<file path="src/rtl/softmax_pkg.sv">
// softmax_pkg: definitions shared by the softmax datapath blocks (shifter, log2 encoder and
// future log/exp units).
//   softmax_state_e    : IDLE / SEARCH / DONE sequencing used by the iterative blocks
//   softmax_nstep()    : number of binary-search halving steps for a given BITWIDTH
//   softmax_int_width(): width of the integer (k) field of a fixed-point log result
//   softmax_lz_width() : width of a leading-zero count that can hold BITWIDTH itself
//   softmax_int_lsb()  : bit position of the integer field (directly above the fraction)
package softmax_pkg;

  typedef enum logic [1:0] {
    StIdle,
    StSearch,
    StDone
  } softmax_state_e;

  localparam int unsigned SoftmaxFracLsb = 0;

  function automatic int unsigned softmax_nstep(input int unsigned bitwidth);
    return $clog2(bitwidth);
  endfunction

  function automatic int unsigned softmax_int_width(input int unsigned bitwidth);
    return $clog2(bitwidth);
  endfunction

  function automatic int unsigned softmax_lz_width(input int unsigned bitwidth);
    return $clog2(bitwidth) + 1;
  endfunction

  function automatic int unsigned softmax_int_lsb(input int unsigned fracbits);
    return fracbits;
  endfunction

endpackage

</file>
<file path="src/rtl/lod_norm_step.sv">
// lod_norm_step: one combinational halving step of the leading-one normaliser.
//   norm_i / lz_i : current normalised operand and accumulated leading-zero count
//   step_i        : step index s; the window examined is w = 2^s bits wide
//   norm_o / lz_o : operand shifted left by w and count bumped by w when the top w bits
//                   are all zero, otherwise passed through unchanged
module lod_norm_step #(
  parameter int unsigned BITWIDTH = 32,
  parameter int unsigned LzW      = 6,
  parameter int unsigned StepW    = 3
) (
  input  logic [BITWIDTH-1:0] norm_i,
  input  logic [LzW-1:0]      lz_i,
  input  logic [StepW-1:0]    step_i,
  output logic [BITWIDTH-1:0] norm_o,
  output logic [LzW-1:0]      lz_o
);

  int unsigned w;

  always_comb begin
    w      = 32'd1 << step_i;
    norm_o = norm_i;
    lz_o   = lz_i;
    // Top w bits empty: the leading one is further down, so skip the whole window.
    if ((norm_i >> (BITWIDTH - w)) == '0) begin
      norm_o = norm_i << w;
      lz_o   = lz_i + LzW'(w);
    end
  end

endmodule

</file>
<file path="src/rtl/log2_encoder.sv">
// log2_encoder: fixed-point base-2 logarithm by Mitchell's approximation.
//   Clock, Reset : rising-edge clock, synchronous active-high reset
//   Start        : request, sampled when not Busy (IDLE or DONE)
//   Datain       : operand x, captured on the accept edge
//   Busy         : high while the binary-search normaliser is running
//   DataOut_vld  : one-cycle registered result strobe
//   Zero         : x was 0 (valid with DataOut_vld)
//   DataOut      : {0, k = floor(log2 x), FRACBITS bits below the leading one}
module log2_encoder
  import softmax_pkg::*;
#(
  parameter int unsigned BITWIDTH = 32,
  parameter int unsigned FRACBITS = 8
) (
  input  logic                Clock,
  input  logic                Reset,
  input  logic                Start,
  input  logic [BITWIDTH-1:0] Datain,
  output logic                Busy,
  output logic                DataOut_vld,
  output logic                Zero,
  output logic [BITWIDTH-1:0] DataOut
);

  localparam int unsigned NStep = softmax_nstep(BITWIDTH);
  localparam int unsigned IntW  = softmax_int_width(BITWIDTH);
  localparam int unsigned LzW   = softmax_lz_width(BITWIDTH);
  localparam int unsigned IntLsb = softmax_int_lsb(FRACBITS);
  localparam int unsigned StepW = (NStep > 1) ? $clog2(NStep) : 1;

  softmax_state_e state_q, state_d;
  logic [BITWIDTH-1:0] norm_q, norm_d, step_norm;
  logic [LzW-1:0]      lz_q, lz_d, step_lz;
  logic [StepW-1:0]    step_q, step_d;
  logic                accept;

  logic                vld_q, vld_d;
  logic                zero_q, zero_d;
  logic [BITWIDTH-1:0] dout_q, dout_d;

  lod_norm_step #(
    .BITWIDTH(BITWIDTH),
    .LzW     (LzW),
    .StepW   (StepW)
  ) u_step (
    .norm_i(norm_q),
    .lz_i  (lz_q),
    .step_i(step_q),
    .norm_o(step_norm),
    .lz_o  (step_lz)
  );

  always_comb begin
    state_d = state_q;
    norm_d  = norm_q;
    lz_d    = lz_q;
    step_d  = step_q;
    accept  = 1'b0;
    unique case (state_q)
      StIdle: accept = Start;
      StSearch: begin
        norm_d = step_norm;
        lz_d   = step_lz;
        if (step_q == '0) begin
          state_d = StDone;
        end else begin
          step_d = step_q - 1'b1;
        end
      end
      StDone: begin
        accept  = Start;
        state_d = StIdle;
      end
      default: state_d = StIdle;
    endcase
    // DONE can take a new operand directly, giving back-to-back results.
    if (accept) begin
      state_d = StSearch;
      norm_d  = Datain;
      lz_d    = '0;
      step_d  = StepW'(NStep - 1);
    end
  end

  // Result is formed from the settled norm/lz while in DONE and registered out.
  always_comb begin
    vld_d  = (state_q == StDone);
    zero_d = 1'b0;
    dout_d = '0;
    if (state_q == StDone) begin
      if (norm_q == '0) begin
        zero_d = 1'b1;
      end else begin
        dout_d[IntLsb +: IntW]        = IntW'(LzW'(BITWIDTH - 1) - lz_q);
        dout_d[FRACBITS-1:0]          = norm_q[BITWIDTH-2 -: FRACBITS];
      end
    end
  end

  always_ff @(posedge Clock) begin
    if (Reset) begin
      state_q <= StIdle;
      norm_q  <= '0;
      lz_q    <= '0;
      step_q  <= '0;
      vld_q   <= 1'b0;
      zero_q  <= 1'b0;
      dout_q  <= '0;
    end else begin
      state_q <= state_d;
      norm_q  <= norm_d;
      lz_q    <= lz_d;
      step_q  <= step_d;
      vld_q   <= vld_d;
      zero_q  <= zero_d;
      dout_q  <= dout_d;
    end
  end

  assign Busy        = (state_q == StSearch);
  assign DataOut_vld = vld_q;
  assign Zero        = zero_q;
  assign DataOut     = dout_q;

endmodule

</file>
<file path="config.mk">
export PLATFORM = sky130hd
export DESIGN_NAME = log2_encoder
export DESIGN_NICKNAME = d
export VERILOG_FILES = /design/src/rtl/softmax_pkg.sv /design/src/rtl/lod_norm_step.sv /design/src/rtl/log2_encoder.sv
export SDC_FILE = /design/constraint.sdc
export NUM_CORES = 1
export LEC_CHECK = 0
export BUFFER_PORTS_ARGS = -buffer_cell sky130_fd_sc_hd__buf_4
export CAP_MARGIN = 20
export CORE_ASPECT_RATIO = 1.4
export CORE_MARGIN = 3
export CORE_UTILIZATION = 65
export CTS_BUF_LIST = sky130_fd_sc_hd__clkbuf_8
export DETAILED_ROUTE_END_ITERATION = 8
export PLACE_DENSITY_LB_ADDON = 0.1
export SYNTH_ARGS = -nofsm -noshare
export SYNTH_HDL_FRONTEND = slang
export SYNTH_HIERARCHICAL = 1
export SYNTH_SLANG_ARGS = --single-unit
export TNS_END_PERCENT = 50
</file>
<file path="constraint.sdc">
create_clock -name Clock -period 7.4 [get_ports Clock]
set_input_delay 1.11 -clock Clock [delete_from_list [all_inputs] [get_ports Clock]]
set_output_delay 1.11 -clock Clock [all_outputs]
set_load 0.01 [all_outputs]
</file>
==> results of run 1 <==
## routing by layer
layer	vias up	wire length [µm]
met5	-	0
met4	0	888
met3	91	1439
met2	351	7753
met1	2449	5761
li1	2393	-
## sequential cells by signal, indices dropped and copies added (netlist names)
| register | cells |
|---|---|
| norm_q | 32 |
| DataOut | 13 |
| lz_q | 5 |
| step_q | 3 |
| state_q | 2 |
| DataOut_vld | 1 |
| Zero | 1 |
## layout make-up
class / instances / area (µm²)
Tap cell: 95 / 118.9
Timing Repair Buffer: 57 / 440.4
Clock inverter: 4 / 42.54
Inverter: 32 / 126.4
Sequential cell: 57 / 1144
Fill cell: 586 / 1868
Multi-Input combinational cell: 517 / 3212
Clock buffer: 12 / 165.2
## worst reg2reg max path, cell delays in order (launching register included)
cell and delay (ps):
dfxtp_2 510, nor3_4 690, inv_2 300, ha_1 860, inv_1 240, a2111oi_0 320
o2111ai_1 230, nor4b_1 320, a221oi_1 180, nor4_4 320, buf_4 450, nand3_1 150
o21ai_0 90, nand2_1 70, a311oi_1 330
## through the flow
stage	std cells	hold WS [ps]	cell area [µm²]	total power (W)
3_3_place_gp	757	453.7	5021	0.0007239
4_1_cts	773	485.1	5229	0.001038
3_5_place_dp	757	471.4	5021	0.0007302
5_1_grt	774	514.1	5249	0.001101
2_1_floorplan	685	441.2	4906	0.0006475
6_report	774	485.3	5249	0.001052
## power by group through the flow
stage	Combinational, W	Sequential, W	Clock [W]
final	0.000354	0.000390	0.000308
after global routing	0.000383	0.000391	0.000327
after CTS	0.000341	0.000385	0.000313
after detailed placement	0.000338	0.000392	0
after global placement	0.000332	0.000392	0
after floorplan	0.000288	0.000359	0
## path summary, 6_finish.rpt
kind | endpoint | startpoint | depth (start not counted) | slack (ps)
worst min register to register | DataOut[8] | lz_q[0] | 1 | 490
worst max-delay path | norm_q[2] | step_q[0] | 14 | 2240
worst min-delay path | DataOut[8] | lz_q[0] | 1 | 490
worst max register to register | norm_q[2] | step_q[0] | 14 | 2240
## layout by cell type, fill, tap and decap left out, drive strengths merged, types with 11 or more instances in the layout
master and instances:
a311oi 34, dfxtp 57, inv 33, buf 57, clkbuf 12, mux2 13, nor2 65, nand2 114
conb 19, nor3 11, a21oi 48, o21ai 47, nand3 14
==> results.md, run 1 <==
- Status: finished, final reports clean
- Vias in the first global route: 4906
- CTS tree: built
- Core Util, Final: 73.75%
- GRT met2 Usage: 64.46%
- Power per cell area: 200.3 nW/µm²
- Max-cap violations: 0
- Seq pwr share: 37.1%
- Die Footprint: 8530 µm²
- Starting Density: 67.99%
- Die Wd: 78.92 µm
- Hpwl dp: 10860 µm
- Wirelength, routed: 15840 µm
- Post-layout minimum cycle time: 5160 ps
- Max-slew violations: 0
- Clock slew at reported path FFs: 70 ps
- Max-slew headroom: 48.95%
- Worst-Skew Late Latency: 360 ps
- IO Pins: 70
- Syn Inst Count: 667
- Period utilization: 69.73%
- M3 GR Usage: 6.917%
- TritonCTS Buffers: 9
- Clock buffer depth: 2
- Critical Path Start Type: flop
- Pre-antenna DRT Iters: 8
- Endpoints failing hold: 0
- Setup bufs post-CTS: 0
- CP required: 7650 ps
- FMAX: 193.8 MHz
- # rows: 36
- Combinational power share: 33.7%
- Setup TNS: 0 ps
- DRC violations left: 0
- CTS Hold Buffers Added: 0
- Crit path cell chain: nor3_4 -> inv_2 -> ha_1 -> inv_1 -> a2111oi_0 -> o2111ai_1 -> nor4b_1 -> a221oi_1 -> nor4_4 -> buf_4 -> nand3_1 -> o21ai_0 -> nand2_1 -> a311oi_1
- Clk Tree Root Cell: clkbuf_8
- Htree depth: 3
- CP Capture Type: flop
- Most Used Layer, Global Route: met2
- Arrival @ worst endpoint: 5410 ps
- Internal power: 0.0006497 W
- Vias per cell: 6.827
- Total grt overflow: 0
- P_sw: 0.0004018 W
- Antenna cells: 0
- Clock Power Share: 29.3%
- Worst setup margin: 2240 ps
- Total buffers and inverters traversed by the critical path: 3
- DR WL/cell: 20.47 µm
- Port bufs: 50
- Die Ht: 108.1 µm
- Crit path kind: reg -> reg
- CP max-delay cell: ha_1
- RSZ-0062 raised after global routing: no
- Largest net degree at the start of global routing: 68
- Max Fanout on Critical Path: 38
- Met1 Track Usage GR: 42.56%
- Share of layout cells above drive strength 1: 14.58%
- Worst vdd ir: 0.0001336 V
- Layout Area Growth over Synthesis: 8.482%
- Core footprint: 7117 µm²
- Antenna violations before repair: 0
- Switching Share: 38.22%
- CTS resizes: 0
- Critical Path Max Stage Delay: 860 ps
- Mean Syn Cell Area: 7.254 µm²
- Final Skew: 10.10 ps
- Tot GR Track Use: 37.50%
- Static Leak: 1.986 nW
- Gpl congestion: 0.9761
- Final setup viols: 0
- Yosys warnings: 6
- Post-detailed-route count of antenna-violating nets: 0
- Post-Place Setup Slack: 2341 ps
- Via count: 5284
- Worst min path class: reg -> reg
- Tightest Pin Transition: 755.9 ps
- Layout net count: 719
- CP top delay family: simple AND/OR/NAND/NOR gates
- First-pass GRT wire length: 24910 µm
- Sink Count: 57
- Mapped Area: 4838 µm²
- Iter 0 DRT Violations: 654
(Power assumes the default switching activity.)
==> run 2, diff against run 1 <==
- ABC_AREA: default -> 1
- CORE_UTILIZATION: 65 -> 56
- clock period: 7.4 -> 4.2 ns (I/O delays scaled with it)
==> run 2 against run 1 <==
  * Utilization is 11 points lower
  * First-iteration DRC count is 2.3% higher
  * Register-to-register slack worse by 1800 ps
  * Largest power group is now combinational cells
==> results.md, run 2 <==
- Htree depth: 3
- Status: finished, final reports clean
- Share of layout cells above drive strength 1: 12.48%
- Post-detailed-route count of antenna-violating nets: 0
- Worst setup margin: 462.8 ps
- Mean Syn Cell Area: 5.782 µm²
- Tightest Pin Transition: 1021 ps
- Vias in the first global route: 6396
- Yosys warnings: 6
- Setup TNS: 0 ps
- Starting Density: 58.01%
- Min-Delay Startpoint: state_q[0]
- Layout Area Growth over Synthesis: 7.405%
- Static Leak: 3.096 nW
- # rows: 44
- CP required: 4460 ps
- Die Footprint: 12200 µm²
- Max reg flops: 32
- Post-layout minimum cycle time: 3737 ps
- Total grt overflow: 0
- Arrival @ worst endpoint: 4000 ps
- Reg2reg start: step_q[0]
- CTS tree: built
- Iter 0 DRT Violations: 669
- Mapped Area: 6100 µm²
- Wirelength, routed: 19900 µm
- RSZ-0062 raised after global routing: no
- Crit path from: step_q[0]
- Pre-antenna DRT Iters: 6
- Largest net degree at the start of global routing: 57
- First-pass GRT wire length: 31680 µm
- IO Pins: 70
- Antenna violations before repair: 0
- Max Fanout on Critical Path: 37
- Worst min path class: reg -> reg
- DRC violations left: 0
- FMAX: 267.6 MHz
- Die Ht: 129.5 µm
- Fill count: 1119
- Worst hold endpoint: DataOut_vld
- Core footprint: 10520 µm²
- Final Skew: 8.558 ps
- Final setup viols: 0
- Max-slew headroom: 31.85%
- DR WL/cell: 16.53 µm
- Die Wd: 94.21 µm
- Antenna cells: 0
- Clock buffer depth: 2
- Via count: 7165
- Sink Count: 57
- Commonest non-fill, non-tap cell in the layout: nand2_1
- Reg2reg setup slack: 460 ps
- Critical Path Start Type: flop
- Worst vdd ir: 0.0003306 V
- TritonCTS Buffers: 9
- Max-slew violations: 0
- Layout net count: 1106
- R2R cell count: 17
- Tot GR Track Use: 32.58%
- Gpl congestion: 0.9846
- Post-Place Setup Slack: 424.4 ps
- Power per cell area: 378.6 nW/µm²
- Clk Tree Root Cell: clkbuf_8
- R2r endpoint: norm_q[27]
- Crit path kind: reg -> reg
- Syn Inst Count: 1055
- Hold path depth: 1
- Largest reg by FF count: norm_q
- CP Capture Type: flop
- Port bufs: 50
- Most frequent cells in the layout: 331 x nand2_1, 153 x nand3_1, 69 x buf_4
- Period utilization: 88.98%
- Endpoints failing hold: 0
- Max-cap violations: 0
- WHS: 482.6 ps
- Vias per cell: 5.951
- Worst-Skew Late Latency: 340 ps
- Hpwl dp: 14920 µm
- Clock slew at reported path FFs: 60 ps
run 2: timing repair:
action / CTS / global route
setup buffers: 0 / 0
hold endpoints to repair: 0 / 0
endpoints found under the setup margin: 0 / 1
gates resized for setup: 0 / 1
hold buffers: 0 / 0
run 2: routing by layer:
layer  vias up  global-route usage (%)  part of all wire, %
li1       3545                       -                    -
met1      3278                   41.77                   41
met2       278                   54.14                   49
met3        64                   3.484                  5.7
met4         0                   16.07                  4.5
met5         -                       0                    0
run 2: worst max path at each step:
stage,end,cells after the start,slack [ps]
6_report,norm_q[27],17,460
5_1_grt,norm_q[27],17,80
4_1_cts,norm_q[12],17,380
3_5_place_dp,norm_q[11],17,420
3_3_place_gp,norm_q[16],17,480
2_1_floorplan,norm_q[15],24,700
run 2: area by class of cell:
class,count,area (µm²),share of cell area [%]
Timing Repair Buffer,70,538.0,8.212
Clock buffer,10,137.6,2.101
Multi-Input combinational cell,868,4270,65.18
Tap cell,138,172.7,2.636
Clock inverter,6,82.58,1.261
Inverter,55,209.0,3.189
Sequential cell,57,1141,17.42
run 2: metrics by stage:
step | area [µm²] | utilization (%) | power [W] | std cells
finish | 6551 | 62.30 | 0.002480 | 1204
global route | 6551 | 62.30 | 0.002658 | 1204
CTS | 6546 | 62.26 | 0.002459 | 1204
detailed placement | 6326 | 60.16 | 0.001884 | 1188
global placement | 6326 | 60.16 | 0.001879 | 1188
floorplan | 6167 | - | 0.001637 | 1073
run 2: power by group:
part / switching, W / total [W] / internal, W / leakage [nW]
Sequential: 0.0000781 / 0.000662 / 0.000584 / 0.468
Clock: 0.000226 / 0.000573 / 0.000347 / 0.117
Combinational: 0.000837 / 0.00125 / 0.000409 / 2.51
Total: 0.00114 / 0.00248 / 0.00134 / 3.10
run 2: critical path, cell delays in order (launching register included):
cell	delay [ps]
dfxtp_1	700
nand3_2	140
ha_1	320
inv_1	410
buf_4	280
o21ai_0	140
nand2_1	80
nand3_1	100
nand2_1	80
nand2_1	40
nor2_1	170
nand4_1	140
nand2_1	150
buf_4	360
nand3_1	200
nand2_1	110
o22ai_1	70
a21oi_1	140
==> run 3, diff against run 2 <==
- ABC_AREA: 1 -> default
- CORE_UTILIZATION: 56 -> 54
==> run 3 against run 2 <==
  * Sequential power up 1%
  * Non-clock buffer count decreased by 2
  * Power shrank 29%
  * Worst hold slack worse by 5.2 ps
  * Critical endpoint is now norm_q[31]
==> results.md, run 3 (same netlist as run 1, synthesis figures left out) <==
- Most frequent CP cell: nand2_1
- Tightest Pin Transition: 621.4 ps
- Critical Path Max Stage Delay: 480 ps
- First-pass GRT wire length: 25960 µm
- Iter 0 DRT Violations: 608
- Max reg flops: 32
- CTS resizes: 0
- Status: finished, final reports clean
- Endpoints failing hold: 0
- Die Ht: 118 µm
- Total buffers and inverters traversed by the critical path: 2
- CP required: 4450 ps
- Core footprint: 8658 µm²
- Gpl congestion: 0.9867
- Htree depth: 3
- # rows: 40
- Clock buffer depth: 2
- WHS: 477.4 ps
- Power per cell area: 332.2 nW/µm²
- CTS Hold Buffers Added: 0
- Via count: 5257
- Setup TNS: 0 ps
- Die Wd: 86 µm
- Max-cap violations: 0
- Static Leak: 2.006 nW
- Clk Tree Root Cell: clkbuf_8
- CP top delay family: simple AND/OR/NAND/NOR gates
- DRC violations left: 0
- Largest net degree at the start of global routing: 59
- Antenna violations before repair: 0
- Max-slew headroom: 58.42%
- CP Capture Type: flop
- DR WL/cell: 20.38 µm
- Layout net count: 730
- Port bufs: 50
- Total grt overflow: 0
- Critical Path Start Type: flop
- Starting Density: 55.88%
- Period utilization: 89.45%
- Wirelength, routed: 16210 µm
- Vias in the first global route: 4888
- CTS tree: built
- Hpwl dp: 11200 µm
- Sink Count: 57
- TritonCTS Buffers: 9
- CP max-delay cell: ha_2
- Crit path cell chain: nor2_1 -> nand2_1 -> ha_2 -> inv_1 -> a2111oi_0 -> o2111ai_1 -> nor4b_1 -> a221oi_1 -> nor4_4 -> buf_4 -> nand3_1 -> o21ai_0 -> nand2_1 -> a311oi_1
- IO Pins: 70
- Final setup viols: 0
- Worst-Skew Late Latency: 360 ps
- Post-detailed-route count of antenna-violating nets: 0
- FMAX: 266.2 MHz
- Final Skew: 12.63 ps
- Pre-antenna DRT Iters: 6
- Clock slew at reported path FFs: 70 ps
- Fill count: 851
- Worst min path class: reg -> reg
- Setup bufs post-CTS: 0
- Vias per cell: 6.613
- Core Util, Final: 61.13%
- Crit path kind: reg -> reg
- Share of layout cells above drive strength 1: 16.23%
- Max Fanout on Critical Path: 25
- Layout Area Growth over Synthesis: 9.387%
- Max-slew violations: 0
- Die Footprint: 10150 µm²
- Arrival @ worst endpoint: 4010 ps
- Tot GR Track Use: 32.24%
- Commonest non-fill, non-tap cell in the layout: nand2_1
- Worst vdd ir: 0.0002366 V
- RSZ-0062 raised after global routing: no
- Most frequent cells in the layout: 114 x nand2_1, 67 x buf_4, 65 x nor2_1
- Largest reg by FF count: norm_q
- Post-layout minimum cycle time: 3757 ps
- Antenna cells: 0
[run 3: path summary, 6_finish.rpt]
kind                       to  startpoint  cells past startpoint  slack [ps]
setup / recovery   norm_q[31]   step_q[2]                     14         440
hold / removal    DataOut[12]     lz_q[4]                      1         480
setup reg to reg   norm_q[31]   step_q[2]                     14         440
hold reg to reg   DataOut[12]     lz_q[4]                      1         480
[run 3: cell type report]
| cell class | instances | area [µm²] | area share, % |
|---|---|---|---|
| clock buffers | 9 | 123.9 | 2.340 |
| clock inverters | 7 | 38.79 | 0.7329 |
| inverters | 32 | 126.4 | 2.388 |
| multi-input cells | 517 | 3214 | 60.73 |
| flip-flops and latches | 57 | 1144 | 21.61 |
| well taps | 105 | 131.4 | 2.482 |
| repair buffers | 68 | 514.2 | 9.716 |
[run 3: power breakdown]
part | leakage (nW) | switching [W] | internal (W)
clock network | 0.0860 | 0.000235 | 0.000207
registers | 0.469 | 0.0000926 | 0.000577
logic | 1.45 | 0.000383 | 0.000264
total | 2.01 | 0.000711 | 0.00105
[run 3: through the flow]
step | worst slack (ps) | instance area (µm²) | total power, W | std cells
after floorplan | 5.117 | 4912 | 0.001142 | 685
after global placement | 613.8 | 5124 | 0.001301 | 779
after detailed placement | 448.5 | 5124 | 0.001307 | 779
after CTS | 423.1 | 5286 | 0.001749 | 795
after global routing | 65.85 | 5293 | 0.001859 | 795
final | 443.0 | 5293 | 0.001758 | 795
[run 3: layer usage]
layer / up-vias / GRT usage (%) / share of wire, % / routed length, µm
met2: 306 / 51.40 / 48 / 7835
met1: 2458 / 39.41 / 38 / 6192
met3: 74 / 4.622 / 7.6 / 1230
met5: - / 0 / 0 / 0
met4: 0 / 21.58 / 5.8 / 947
li1: 2419 / - / - / -
[run 3: worst reg2reg max path, cell delays in order (launching register included)]
cell	delay (ps)
dfxtp_1	360
nor2_1	160
nand2_1	140
ha_2	480
inv_1	140
a2111oi_0	360
o2111ai_1	230
nor4b_1	350
a221oi_1	170
nor4_4	330
buf_4	330
nand3_1	150
o21ai_0	110
nand2_1	70
a311oi_1	290
